File: config.mk
export PLATFORM = sky130hd
export DESIGN_NAME = pc_fetch
export DESIGN_NICKNAME = d
export VERILOG_FILES = /design/src/rtl/pc_fetch.sv
export SDC_FILE = /design/constraint.sdc
export NUM_CORES = 1
export LEC_CHECK = 0
export ABC_AREA = 1
export BUFFER_PORTS_ARGS = -buffer_cell sky130_fd_sc_hd__buf_2
export CAP_MARGIN = 5
export CELL_PAD_IN_SITES_DETAIL_PLACEMENT = 0
export CELL_PAD_IN_SITES_GLOBAL_PLACEMENT = 1
export CORE_MARGIN = 2
export CORE_UTILIZATION = 37
export DETAILED_ROUTE_END_ITERATION = 12
export PLACE_DENSITY = 0.8
export RECOVER_POWER = 50
export SYNTH_ARGS = -nofsm -noshare
export SYNTH_HDL_FRONTEND = slang
export SYNTH_SLANG_ARGS = --single-unit
File: constraint.sdc
create_clock -name clk -period 1.66 [get_ports clk]
set_input_delay 0.332 -clock clk [delete_from_list [all_inputs] [get_ports clk]]
set_output_delay 0.332 -clock clk [all_outputs]
set_load 0.005 [all_outputs]
File: src/rtl/pc_fetch.sv
// rtl/pc_fetch.sv - fetch-address stage: generates pc/ce for the instruction ROM
// Handles stalls, branch redirects (held while stalled), flushes and misalignment flagging.
module pc_fetch #(
    parameter int          DATA_W   = 32,
    parameter logic [31:0] RESET_PC = 32'h0000_0000,
    parameter int          PC_STEP  = 4
) (
    input  logic              clk,
    input  logic              rst,
    input  logic [5:0]        stop,
    input  logic              branch_flag,
    input  logic [DATA_W-1:0] branch_target,
    input  logic              flush,
    input  logic [DATA_W-1:0] flush_target,
    output logic [DATA_W-1:0] pc,
    output logic              ce,
    output logic              fetch_adel
);

    localparam logic [DATA_W-1:0] STEP     = DATA_W'(PC_STEP);
    localparam logic [DATA_W-1:0] START_PC = DATA_W'(RESET_PC);

    logic [DATA_W-1:0] pc_q, pc_d;
    logic [DATA_W-1:0] pend_tgt_q, pend_tgt_d;
    logic              pending_q, pending_d;
    logic              ce_q;
    logic              adel_q, adel_d;

    // ce doubles as the OFF/RUN state; while OFF nothing but the OFF->RUN step happens
    always_comb begin
        pc_d       = pc_q;
        pending_d  = pending_q;
        pend_tgt_d = pend_tgt_q;
        if (ce_q) begin
            if (flush) begin
                pc_d      = flush_target;
                pending_d = 1'b0;
            end else if (stop[0]) begin
                if (branch_flag) begin
                    pending_d  = 1'b1;
                    pend_tgt_d = branch_target;
                end
            end else if (branch_flag) begin
                pc_d      = branch_target;
                pending_d = 1'b0;
            end else if (pending_q) begin
                pc_d      = pend_tgt_q;
                pending_d = 1'b0;
            end else begin
                pc_d = pc_q + STEP;
            end
        end
        adel_d = |pc_d[1:0];
    end

    always_ff @(posedge clk) begin
        if (rst) begin
            ce_q       <= 1'b0;
            pc_q       <= START_PC;
            adel_q     <= 1'b0;
            pending_q  <= 1'b0;
            pend_tgt_q <= '0;
        end else begin
            ce_q       <= 1'b1;
            pc_q       <= pc_d;
            adel_q     <= adel_d;
            pending_q  <= pending_d;
            pend_tgt_q <= pend_tgt_d;
        end
    end

    assign pc         = pc_q;
    assign ce         = ce_q;
    assign fetch_adel = adel_q;

endmodule

==> results.md <==
- Register Area: about 0.0014 mm^2
- Core Rows: 38
- Slew Limit Fails: 0
- Syn. warnings: 0
- Fill cell count: 1187
- ANT cells: 0
- Max VDD drop: between 0.0003 and 0.0004 V
- Post-Place Worst Slack: 0.0528 ns
- Flop pwr share: 45.9%
- Flops & latches, synth: 67
- # setup viols final: 0
- Synthesized area: ~0.0041 mm^2
- Max-cap violations: 0
- Fin Setup TNS: 0 ns
- CTS sink count: 67
- Area growth, synth to finish: 22.9%
- CTS clk-pin slew, worst paths: ~0.07 ns
- DIE WIDTH: approximately 110 um
- Fmax: about 0.64 GHz
- Net Sw Frac: 29.2%
- H-tree levels: 3
- CTS buffer count: 9
- Wirelength, routed: roughly 13 mm
- Final HPWL DP: 9.07 mm
- Critical path data arrival time: between 1.5 and 2 ns
- Syn nets: 715
- Register area share after synthesis: 32.3%
- Vias: about 4500
- Switching power: 0.00114 W
- GP Congestion: around 0.86
- Port buffer count: ~100
- CP startpoint kind: flop
- Total gr overflow: 0
- Die area: approximately 0.012 mm^2
- Period utilisation layout: 94.6%
- Clk pwr share: a little over a third
- Static Leak: between 2 and 2.5 nW
- Non-Filler Instances: between 800 and 900
- Post-layout instance area: just over 0.005 mm^2
- Routed vias/inst: just over 5
- Run status: finished clean
- Crit-path max FO: 4
- Core area: 0.0109 mm^2
- Final net count: 824
- Logic gate share of total power: between 10% and 20%
- Period minus WS final: around 1.6 ns
- Syn_area_per_cell: roughly 6.5 um^2
- Drt wl/cell: approximately 15 um
- CTS Hold Bufs: 0
- Setup Skew: 0.00773 ns
- Area after DPL: a little under 0.005 mm^2
- Initial Util: 38.1%
- Clock latency at the later pin of the worst-skew pair: between 0.3 and 0.4 ns
- Final worst setup slack: 0.0902 ns
- Global Route Usage Sum: 22.9%
- I/O pins: around 110
- Post-route ant nets: 0
- PD cells: roughly 770 mW/mm^2
- Multi-input gate area: ~0.0024 mm^2
- Least-Margin Pin Slew: 0.653 ns
- Share of cells above drive strength 1: between 20% and 30%
- Worst Hold Class: input port to flop
- CTS Buffer Depth: 2
- Initial drt markers: 283
- Worst Setup End Kind: flop
- Root cell of the clock tree: clkbuf_8
- Req. time, crit path: 1.90 ns
- Library cells used by synthesis: 37
- Internal power: between 0.002 and 0.003 W
- Max_slew headroom: between 50 and 60%
- Largest net degree at the start of global routing: 62
- Chip height: 110 um
- Residual DRC: 0
- Synth Instances: 640
- Initial antenna violation count: 0
- Hold_ws: 0.221 ns
- DRT Pass-1 Iters: 5
- CTS tree: done
- First-pass GRT wire length: 21.6 mm
- Vias in the first global route: 4476
- WS Path Type: flop to flop
- Fin. Hold Viols: 0
- # placed instances: 877
[critical path: stages (launching register included)]
cell	delay [ns]
dfxtp_4	0.37
ha_4	0.17
nand2_2	0.09
nor2_4	0.05
nand2_4	0.11
nor2_4	0.06
buf_4	0.14
or2_2	0.26
nand2_1	0.06
nand2_1	0.04
nand2_1	0.05
a21oi_1	0.05
[cells in the final DEF (no fill, tap or decap), types with 11 or more instances in the layout]
cell / count
a21oi_1: 133
buf_2: 95
buf_4: 17
clkbuf_1: 22
clkbuf_8: 11
dfxtp_1: 57
inv_1: 56
nand2_1: 126
nand3_1: 29
nor2_1: 48
o21ai_0: 77
[path summary, 6_finish.rpt]
path / start / end / slack, ns / cells after the start
min reg2reg: pend_tgt_q[0]$_SDFFE_PP0P_ / pend_tgt_q[0]$_SDFFE_PP0P_ / 0.47 / 2
min: branch_target[5] / pend_tgt_q[5]$_SDFFE_PP0P_ / 0.22 / 3
max: pc[2]$_SDFFE_PP0P_ / pc[14]$_SDFFE_PP0P_ / 0.09 / 11
max reg2reg: pc[2]$_SDFFE_PP0P_ / pc[14]$_SDFFE_PP0P_ / 0.09 / 11
[kinds of logic after synthesis]
kind of cell,count (synthesis),synth area share [%]
xor+xnor,8,1.69
simple gates,235,25.1
compound gates,229,29.1
flops,67,32.3
fa+ha+maj,1,0.302
buf+inv,100,11.5
[sequential cells by signal, summed over array words and instances (netlist names)]
| name | cells |
|---|---|
| ce | 1 |
| fetch_adel | 1 |
| pending_q | 1 |
| pend_tgt_q | 32 |
| pc | 32 |
[cell usage after synthesis (all sizes together)]
| cell | n | share of area [%] |
|---|---|---|
| xor2 | 6 | 1.3 |
| a21oi | 138 | 17 |
| clkbuf | 18 | 2.7 |
| clkinv | 2 | 0.18 |
| ha | 1 | 0.30 |
| xnor2 | 2 | 0.42 |
| o21bai | 2 | 0.36 |
| nor2 | 65 | 7.8 |
| buf | 19 | 3.0 |
| dfxtp | 67 | 32 |
| nand3 | 31 | 3.7 |
| inv | 60 | 5.4 |
| o21ai | 78 | 9.4 |
| o211ai | 5 | 0.90 |
| a221oi | 3 | 0.78 |
| nand2 | 134 | 13 |
| a31o | 1 | 0.21 |
| and2 | 1 | 0.15 |
| dlygate4sd1 | 1 | 0.21 |
| a211oi | 1 | 0.18 |
| or2 | 4 | 0.60 |
| o22ai | 1 | 0.15 |
[per-stage QoR]
step                      utilization [%]  total power, W
after floorplan                         -         0.00224
after global placement               44.9         0.00255
after detailed placement             44.9         0.00256
after CTS                            46.7         0.00395
after global routing                 46.9         0.00413
final                                46.9         0.00391
[area by class of cell]
| cell class | instances | area share (%) |
|---|---|---|
| Tap cell | 140 | 3.43 |
| Multi-Input combinational cell | 473 | 46.7 |
| Inverter | 62 | 4.56 |
| Clock inverter | 2 | 0.687 |
| Clock buffer | 13 | 3.12 |
| Sequential cell | 67 | 26.6 |
| Timing Repair Buffer | 136 | 14.9 |
[power by group through the flow]
stage | Combinational, W | Sequential [W] | Clock [W]
3_5_place_dp | 0.000736 | 0.00182 | 0
6_report | 0.000723 | 0.00179 | 0.00139
3_3_place_gp | 0.000727 | 0.00182 | 0
5_1_grt | 0.000818 | 0.00181 | 0.00150
4_1_cts | 0.000740 | 0.00179 | 0.00142
2_1_floorplan | 0.000417 | 0.00182 | 0
[routing by layer]
| metal | GRT usage (%) | vias up | share of wire [%] | routed length, um |
|---|---|---|---|---|
| met3 | 4.03 | 14 | 5.9 | 775 |
| met5 | 0 | - | 0 | 0 |
| li1 | - | 2339 | - | - |
| met4 | 7.41 | 0 | 1.3 | 174 |
| met1 | 31.0 | 2059 | 48 | 6300 |
| met2 | 36.7 | 123 | 45 | 5870 |
[timing repair]
item | CTS | global route
endpoints found under the setup margin | 0 | 21
buffers inserted | 0 | 1
resized for setup | 0 | 27
Power figures use the tool's default switching activity.
